--- src/rtl/lightboard_pkg.sv ---
// Shared lightboard pixel-link definitions, common to the transmit serializer and receive deserializer.
// Packet = 24-bit start address (MSB byte first) then a fixed run of 8-bit pixels, each byte sent LSB dibit first.
package lightboard_pkg;

    typedef enum logic [1:0] {
        IDLE,
        RX_ADDR,
        RX_PIX,
        DRAIN
    } rx_state_t;

    localparam int ADDR_DIBITS       = 12;
    localparam int DIBITS_PER_BYTE   = 4;
    localparam int PIXELS_PER_PACKET = 320;
    localparam int ADDR_BYTES        = ADDR_DIBITS / DIBITS_PER_BYTE;

endpackage

--- src/rtl/dibit_byte_assembler.sv ---
// Packs an LSB-first dibit stream into bytes.
// Latency: byte_vld_o/byte_o combinational on the 4th dibit; no backpressure, clear_i restarts byte alignment.
module dibit_byte_assembler (
    input  logic       clk,
    input  logic       rst,
    input  logic       clear_i,
    input  logic       dibit_vld_i,
    input  logic [1:0] dibit_i,
    output logic       byte_vld_o,
    output logic [7:0] byte_o
);
    import lightboard_pkg::*;

    localparam logic [1:0] CNT_LAST = 2'(DIBITS_PER_BYTE - 1);

    logic [5:0] shift_q, shift_d;
    logic [1:0] cnt_q, cnt_d;

    always_comb begin
        shift_d = shift_q;
        cnt_d   = cnt_q;
        if (clear_i) begin
            cnt_d = 2'd0;
        end else if (dibit_vld_i) begin
            // Newest dibit enters at the top, so the first one ends up in bits [1:0].
            shift_d = {dibit_i, shift_q[5:2]};
            cnt_d   = cnt_q + 2'd1;
        end
    end

    always_ff @(posedge clk) begin
        if (rst) begin
            shift_q <= '0;
            cnt_q   <= '0;
        end else begin
            shift_q <= shift_d;
            cnt_q   <= cnt_d;
        end
    end

    assign byte_vld_o = dibit_vld_i && !clear_i && (cnt_q == CNT_LAST);
    assign byte_o     = {dibit_i, shift_q};

endmodule

--- src/rtl/pixel_stream_deserializer.sv ---
// Turns the dibit pixel-link stream into single-cycle frame-buffer writes; optional truncation stats under RX_TRUNC_CHECK_EN.
// Latency: write strobe one cycle after the dibit completing a pixel; no backpressure, BRAM must take every strobe.
module pixel_stream_deserializer #(
    parameter int PIXELS_PER_PACKET = lightboard_pkg::PIXELS_PER_PACKET,
    parameter int ADDR_WIDTH        = 17
) (
    input  logic                  clk,
    input  logic                  rst,
    input  logic                  axiiv,
    input  logic [1:0]            axiid,
    output logic                  pixel_wr_en,
    output logic [ADDR_WIDTH-1:0] pixel_wr_addr,
    output logic [7:0]            pixel_wr_data,
    output logic                  packet_done,
    output logic                  rx_err,
    output logic [7:0]            err_count
);
    import lightboard_pkg::*;

    localparam int              PIX_W     = (PIXELS_PER_PACKET > 1) ? $clog2(PIXELS_PER_PACKET) : 1;
    localparam logic [PIX_W-1:0] PIX_LAST = PIX_W'(PIXELS_PER_PACKET - 1);
    localparam logic [1:0]       ADDR_LAST = 2'(ADDR_BYTES - 1);

    rx_state_t              state_q;
    logic [1:0]             addr_byte_q;
    logic [ADDR_WIDTH-1:0]  addr_sh_q;
    logic [ADDR_WIDTH-1:0]  addr_d;
    logic [ADDR_WIDTH-1:0]  wr_ptr_q;
    logic [PIX_W-1:0]       pix_cnt_q;
    logic                   wr_en_q;
    logic [ADDR_WIDTH-1:0]  wr_addr_q;
    logic [7:0]             wr_data_q;
    logic                   done_q;

    logic       asm_vld;
    logic       asm_clear;
    logic       asm_byte_vld;
    logic [7:0] asm_byte;

    // Dropping axiiv or entering DRAIN realigns the assembler for the next packet.
    assign asm_vld   = axiiv && (state_q != DRAIN);
    assign asm_clear = !axiiv || (state_q == DRAIN);

    dibit_byte_assembler u_asm (
        .clk         (clk),
        .rst         (rst),
        .clear_i     (asm_clear),
        .dibit_vld_i (asm_vld),
        .dibit_i     (axiid),
        .byte_vld_o  (asm_byte_vld),
        .byte_o      (asm_byte)
    );

    // Upper address bits fall off the top of the shift, leaving base = addr[ADDR_WIDTH-1:0].
    always_comb begin
        addr_d = (addr_sh_q << 8) | ADDR_WIDTH'(asm_byte);
    end

    always_ff @(posedge clk) begin
        if (rst) begin
            state_q     <= IDLE;
            addr_byte_q <= '0;
            addr_sh_q   <= '0;
            wr_ptr_q    <= '0;
            pix_cnt_q   <= '0;
            wr_en_q     <= 1'b0;
            wr_addr_q   <= '0;
            wr_data_q   <= '0;
            done_q      <= 1'b0;
        end else begin
            wr_en_q <= 1'b0;
            done_q  <= 1'b0;
            case (state_q)
                IDLE: begin
                    if (axiiv) begin
                        state_q     <= RX_ADDR;
                        addr_byte_q <= '0;
                        pix_cnt_q   <= '0;
                    end
                end
                RX_ADDR: begin
                    if (!axiiv) begin
                        state_q <= IDLE;
                    end else if (asm_byte_vld) begin
                        addr_sh_q <= addr_d;
                        if (addr_byte_q == ADDR_LAST) begin
                            wr_ptr_q <= addr_d;
                            state_q  <= RX_PIX;
                        end else begin
                            addr_byte_q <= addr_byte_q + 2'd1;
                        end
                    end
                end
                RX_PIX: begin
                    if (!axiiv) begin
                        state_q <= IDLE;
                    end else if (asm_byte_vld) begin
                        wr_en_q   <= 1'b1;
                        wr_addr_q <= wr_ptr_q;
                        wr_data_q <= asm_byte;
                        wr_ptr_q  <= wr_ptr_q + ADDR_WIDTH'(1);
                        if (pix_cnt_q == PIX_LAST) begin
                            done_q  <= 1'b1;
                            state_q <= DRAIN;
                        end else begin
                            pix_cnt_q <= pix_cnt_q + PIX_W'(1);
                        end
                    end
                end
                DRAIN: begin
                    if (!axiiv) begin
                        state_q <= IDLE;
                    end
                end
                default: state_q <= IDLE;
            endcase
        end
    end

    assign pixel_wr_en   = wr_en_q;
    assign pixel_wr_addr = wr_addr_q;
    assign pixel_wr_data = wr_data_q;
    assign packet_done   = done_q;

`ifdef RX_TRUNC_CHECK_EN
    logic       abort;
    logic       rx_err_q;
    logic [7:0] err_cnt_q;

    assign abort = !axiiv && ((state_q == RX_ADDR) || (state_q == RX_PIX));

    always_ff @(posedge clk) begin
        if (rst) begin
            rx_err_q  <= 1'b0;
            err_cnt_q <= '0;
        end else begin
            rx_err_q <= abort;
            if (abort && (err_cnt_q != 8'hFF)) begin
                err_cnt_q <= err_cnt_q + 8'd1;
            end
        end
    end

    assign rx_err    = rx_err_q;
    assign err_count = err_cnt_q;
`else
    assign rx_err    = 1'b0;
    assign err_count = 8'd0;
`endif

endmodule
--- config.mk ---
export PLATFORM = sky130hd
export DESIGN_NAME = pixel_stream_deserializer
export DESIGN_NICKNAME = d
export VERILOG_FILES = /design/src/rtl/lightboard_pkg.sv /design/src/rtl/dibit_byte_assembler.sv /design/src/rtl/pixel_stream_deserializer.sv
export SDC_FILE = /design/constraint.sdc
export NUM_CORES = 1
export LEC_CHECK = 0
export ABC_CLOCK_PERIOD_IN_PS = 1700
export BUFFER_PORTS_ARGS = -buffer_cell sky130_fd_sc_hd__buf_2
export CORE_MARGIN = 1
export CORE_UTILIZATION = 30
export DETAILED_ROUTE_END_ITERATION = 12
export GPL_TIMING_DRIVEN = 0
export SLEW_MARGIN = 20
export SYNTH_ARGS = -nofsm -noshare
export SYNTH_HDL_FRONTEND = slang
export SYNTH_SLANG_ARGS = --single-unit
--- constraint.sdc ---
create_clock -name clk -period 1.7 [get_ports clk]
set_input_delay 0.34 -clock clk [delete_from_list [all_inputs] [get_ports clk]]
set_output_delay 0.34 -clock clk [all_outputs]
set_load 0.03 [all_outputs]
# After elaboration in Yosys (flattened, before gate mapping)
# Index checks and enable logic that the tools add are counted.
# classes
n_addsub,4
n_eq_ne,20
muxes,27
bitwise,5
reduce_logical,20
# ops
op,n
2-to-1 mux 17 bit,5
2-to-1 mux 9 bit,4
case mux 17 bit (2 select lines),1
2-to-1 mux 2 bit,12
inequality test 2 bit (second input constant),10
case mux 9 bit (2 select lines),1
adder 17 x 1 -> 17 bit (second input constant),1
bitwise OR 17 x 8 -> 17 bit,1
inequality test 3 bit (second input constant),4
AND reduction 6 bit,2
AND reduction 5 bit,2
adder 9 x 1 -> 9 bit (second input constant),1
== test 9 bit (second input constant),1
== test 2 bit (second input constant),4
case mux 2 bit (4 select lines),1
AND reduction 3 bit,2
nonzero test 2 bit,3
adder 2 x 1 -> 2 bit (second input constant),2
NOT 1 bit,4
case mux 2 bit (2 select lines),1
OR reduction 4 bit,1
logical AND 1 bit,3
OR reduction 3 bit,1
== test 2 x 1 -> 1 bit (second input constant),1
6 further kinds,8
# totals
regBits,74
input_bits,5
output_inout_bits,36
elab_cells,87

# Logic depth before layout (Yosys ltp)
# logic_depth
depth_word,8
ltp_mapped,7

# Hierarchy
# A second synthesis with hierarchy kept.
# hier_totals
hier_cells,440
hier_area_um2,3539.6
# by_module_without_submodules
mod,instances,cells_each,area_per_inst_um2
pixel_stream_deserializer,1,407,3178.0
dibit_byte_assembler,1,33,361.6

# Worst setup path before layout
# Ideal clock, no wire load.
# synth_path
path_type,register to register
startpoint,reg pix_cnt_q[0]
endpoint,reg pix_cnt_q[5]
setup_time_ns,0.093
t_arrival_ns,1.513
slack_ns,0.094
stages_incl_launch_ff,7
path_cell_list,dfxtp_1 -> ha_1 -> nand2_1 -> or3_1 -> buf_6 -> a41o_1 -> o311ai_2
# synth_via
elab_chain_cells,5
elab_cells_between_ends,8
# synth_lines
element,line,rtl
"start, declared",pixel_stream_deserializer.sv:29,logic [PIX_W-1:0] pix_cnt_q;
"start signal, assigned",pixel_stream_deserializer.sv:106,pix_cnt_q <= pix_cnt_q + PIX_W'(1);
adder 9 x 1 -> 9 bit,pixel_stream_deserializer.sv:106,
2-to-1 mux 9 bit,pixel_stream_deserializer.sv:102,if (pix_cnt_q == PIX_LAST) begin
2-to-1 mux 9 bit,pixel_stream_deserializer.sv:97,end else if (asm_byte_vld) begin
2-to-1 mux 9 bit,pixel_stream_deserializer.sv:95,if (!axiiv) begin
case mux 9 bit (2 select lines),pixel_stream_deserializer.sv:73,case (state_q)
# Several ways; a longest one is shown, not always the timed one. The select of a mux whose other input is x is not followed.
# A chain may end at the register's enable or synchronous reset.

# Final worst setup path
# layout_path
startpoint,reg pix_cnt_q[1]
endpoint,reg pix_cnt_q[3]
# Same word-level chain as after synthesis.

==> impl.org <==
** STA
- The count of endpoints failing hold in the final timing report was 0.
- At the pin with the least slew margin, the transition time is 0.6066 ns.
- Summed over all failing endpoints, the final setup total negative slack is 0 ns.
- Setup violations remaining at the end of the flow were counted as 0.
- Setup repair after global routing could not meet its margin everywhere.
- Largest clock skew in the final design :: 0.006594 ns
- Final hold slack :: roughly 0.29 ns
- Shortest clock period the worst path allows after layout :: approximately 1.6 ns
- Dividing the final minimum period by the clock period gives 0.9702.
- The final count of pins violating max slew came to 0.
- Measured against its own limit, the worst slew margin works out to 0.5956.
- Timing-limited maximum frequency :: 0.6063 GHz

** Place
- Detailed placement HPWL :: around 6900 um
- At the end of routability-driven placement, the weighted congestion stood at 0.8757.
- Placed standard-cell area :: 3830 sq um
- Input and output buffers added on the ports amount to 29.

** Detailed routing
- Pre-Repair DR Iteration Count :: 4
- After detailed routing, the number of remaining DRC violations is 0.
- Remaining antenna violation count :: 0
- After the first detailed-routing iteration, the DRC count stood at 248.
- Using the TritonRoute via totals, the vias-per-cell ratio works out to roughly 5.3.
- The routed layout has 3395 vias.
- Sum of routed wire length over all layers :: 10030 um
- In the final routed layout, each cell accounts on average for 15.69 um.

** Power
- Dividing total power by cell area gives a power density of 885.3 nW/um^2.
- Power share of the clock group :: 0.511
- The worst-case IR drop observed on VDD is 0.5663 mV.
- Register share of total power :: 0.449
- Summed over all cells, the static leakage comes to 1.630 nW.
- Gate power share :: 0.040
- Switching power as a share of total power :: 0.2421
- Design internal power :: 2.952 mW
- After layout, the design draws a total of 3.895 mW.
- Switching component of the power :: 942.7 uW

** Yosys
- Counting flops with an async set or reset pin after synthesis yields a share of 0.
- Counting instances in the post-synthesis netlist gives the leading cell types as sky130_fd_sc_hd__nand2_1 (89), sky130_fd_sc_hd__dfxtp_1 (74), sky130_fd_sc_hd__a21oi_1 (56).
- Fraction of synthesized area in multiplexers :: 0.02913
- Post-synthesis share of cell area spent on full adders, half adders and majority gates :: 0.01438
- Counting flops and latches in the post-synthesis netlist gives 74.
- Part of the Yosys area used for sequential elements :: 0.4257
- sky130_fd_sc_hd__nand2_1 is the most common cell in the netlist.
- Area share of xor/xnor cells in the synthesized design :: 0
- Combinational family with the most area after synthesis :: simple AND/OR/NAND/NOR gates
- In this run the cell area of the synthesized design comes to roughly 3500 sq um.
- Among all flip-flop cells after synthesis, the most frequent one is sky130_fd_sc_hd__dfxtp_1.
- Proportion of netlist area held by the largest area contributor :: 0.4257
- In this run the mean area of a mapped cell was 7.926 sq um.
- The cell count after synthesis came out at 439.
- Cell variety after synth :: 54
- Of the total synthesized cell area, the portion taken by AND, OR, NAND and NOR gates is 0.2650.
- Library cell occupying the most area in the post-synthesis netlist :: sky130_fd_sc_hd__dfxtp_1
- Counting flops with a built-in enable in the synthesized netlist gives 0.
- Yosys warns :: 0
- Top area cells in the synthesized netlist :: sky130_fd_sc_hd__dfxtp_1 (43%), sky130_fd_sc_hd__nand2_1 (9.6%), sky130_fd_sc_hd__a21oi_1 (8.1%)
- The post-synthesis compound-gate area fraction came to 0.2039.

** Setup path
- In this run the register-to-register setup slack is 0.05 ns.
- Critical path class :: reg2reg
- Arrival time at the worst endpoint :: around 1.9 ns
- RR Endpoint :: pix_cnt_q[3]
- In this run the critical register-to-register path is launched from pix_cnt_q[1].
- Worst EP required :: approximately 2 ns
- Critical Path Slowest Stage Cell :: sky130_fd_sc_hd__or3_4
- Register-to-Register Path Depth :: 6
- Walking the worst path, the cells encountered are ha_4 > nand2_2 > or3_4 > buf_6 > a21o_1 > a311oi_2.
- Number of buffer and inverter stages on the critical path :: 1
- Crit path capture type :: flop
- On the critical path the largest part of the delay comes from simple AND/OR/NAND/NOR gates.
- Maximum net fanout on the critical path :: 7
- STA classifies the critical path startpoint as a flop.
- The largest single stage delay on the critical path is 0.40 ns.

** Global routing
- Entering global routing, the biggest net connects 16 pins.
- In the global route stage, overall resource usage came out at 0.1750.
- The first global-routing pass estimated 15900 um of wire.
- Summed over all layers, the global routing overflow is 0.
- Number of antenna violations at the first check in global routing :: 0
- Vias in the first global route :: 3166

** Final layout
- After the last flow step, the layout net total stands at 503.
- Count of antenna diodes in the layout :: 0
- Compared with the post-synthesis result, the final layout area differs by 26.43%.
- Final Core Density :: 0.3971
- Final cell area excluding filler cells :: 4399 sq um
- Layout cell share with drive strength beyond 1 :: 0.2265

** Worst hold path
- Counting instances, the worst hold path has a depth of 3.
- The startpoint identified for the worst hold timing path is axiid[0].
- End point of the most critical hold path :: pixel_wr_data[6]
- Type of the most critical hold path :: in2reg

** Floorplanning
- Die outline width :: 109.7 um
- Core box area :: 11080 sq um
- I/O Pins :: 41
- Number of standard-cell rows in the floorplan :: 38
- Y dimension of the die :: ~110 um
- The floorplan step defined a die boundary enclosing between 10000 and 15000 sq um.
- For this configuration, the core starts out at a cell density of 0.3141.

** Clocking
- H-tree levels :: 3
- Buffers inserted during clock tree synthesis total 9.
- Number of buffers inserted by hold repair at cts :: 0
- The tree is rooted in a sky130_fd_sc_hd__clkbuf_16.
- Counting along the longest clock path gives a buffer depth of 2.
- Clock-pin slew was measured on the worst setup and hold paths at approximately 0.07 ns.
- Clock latency of the later-clocked register in the worst-skew pair :: 0.34 ns
- Number of sinks driven by the clock tree :: 74
- TritonCTS built the clock tree.

** Outcome
- The run finished with clean final reports.

** Flow run
- Number of maximum-capacitance violations :: 0
## tightest hold or removal path: cells and delay by family
kind | cells | cell delay (ns)
and+or+nand+nor | 1 | 0.06
buffers and inverters | 1 | 0.14
AOI/OAI and AO/OA | 1 | 0.05
## what timing repair did
action	in CTS	in global routing
setup buffers	6	3
hold endpoints to repair	0	0
pin swaps	2	2
resized for setup	33	39
endpoints found under the setup margin	51	39
## worst max-delay path by stage
stage / from / endpoint / depth (start not counted)
floorplan: pix_cnt_q[0] / pix_cnt_q[5] / 6
global placement: u_asm.cnt_q[0] / pixel_wr_data[5] / 7
detailed placement: u_asm.cnt_q[0] / pixel_wr_addr[4] / 7
CTS: u_asm.cnt_q[0] / wr_ptr_q[9] / 6
global route: state_q[0] / pix_cnt_q[7] / 6
finish: pix_cnt_q[1] / pix_cnt_q[3] / 6
## power by group through the flow
stage	logic, mW	registers (mW)	clock network [mW]
finish	0.157	1.75	1.99
global route	0.170	1.75	2.09
floorplan	0.111	1.79	0
detailed placement	0.145	1.79	0
global placement	0.144	1.79	0
CTS	0.150	1.75	2.01
## layout make-up
cell class              count  area, sq um
plain buffers              36        242.7
clock buffers               9        225.2
multi-input cells         330         1936
fillers                  1130         6679
well taps                 140        175.2
repair buffers             38        216.5
inverters                   5        18.77
flip-flops and latches     74         1500
clock inverters             7        85.08
## registers in the layout, summed over array words and instances (netlist names)
register and flops:
state_q 2, u_asm.shift_q 6, pix_cnt_q 9, pixel_wr_en 1, addr_byte_q 2, packet_done 1
addr_sh_q 9, u_asm.cnt_q 2, pixel_wr_data 8, wr_ptr_q 17, pixel_wr_addr 17
## logic make-up after synthesis
family,count (synthesis)
muxes,10
buffers and inverters,43
and+or+nand+nor,192
adders and majority gates,4
other,1
AOI/OAI and AO/OA,115
DFF,74
## metrics by stage
stage | setup slack [ns] | std cells
finish | 0.05068 | 639
CTS | 0.001600 | 638
detailed placement | -0.4663 | 616
global placement | -0.4327 | 616
floorplan | 0.09412 | 447
global route | -0.02900 | 639
## per-layer routing
metal / global-route usage / vias to the layer above / part of all wire
li1: - / 1662 / -
met1: 0.2288 / 1620 / 0.46
met2: 0.2754 / 99 / 0.46
met3: 0.02964 / 14 / 0.051
met4: 0.09143 / 0 / 0.021
met5: 0 / - / 0
## layout by cell type, fill, tap and decap left out, types with 4 or more instances in the layout
master,instances
sky130_fd_sc_hd__nand2_1,86
sky130_fd_sc_hd__dfxtp_1,67
sky130_fd_sc_hd__a21oi_1,55
sky130_fd_sc_hd__buf_2,32
sky130_fd_sc_hd__nor2_1,24
sky130_fd_sc_hd__buf_4,19
sky130_fd_sc_hd__o21ai_0,16
sky130_fd_sc_hd__mux2i_1,9
sky130_fd_sc_hd__nand3_1,9
sky130_fd_sc_hd__nor3_1,9
sky130_fd_sc_hd__conb_1,9
sky130_fd_sc_hd__clkbuf_16,9
sky130_fd_sc_hd__clkbuf_1,6
sky130_fd_sc_hd__nand2b_1,6
sky130_fd_sc_hd__and3_1,6
sky130_fd_sc_hd__a31oi_1,6
sky130_fd_sc_hd__and2_1,6
sky130_fd_sc_hd__nor4_1,6
sky130_fd_sc_hd__inv_1,5
sky130_fd_sc_hd__clkbuf_4,5
sky130_fd_sc_hd__buf_6,5
sky130_fd_sc_hd__nor2b_1,5
sky130_fd_sc_hd__nand4_1,5
sky130_fd_sc_hd__or3_1,4
sky130_fd_sc_hd__o211ai_1,4
sky130_fd_sc_hd__a21o_1,4
sky130_fd_sc_hd__dfxtp_4,4
(Power assumes the default switching activity.)
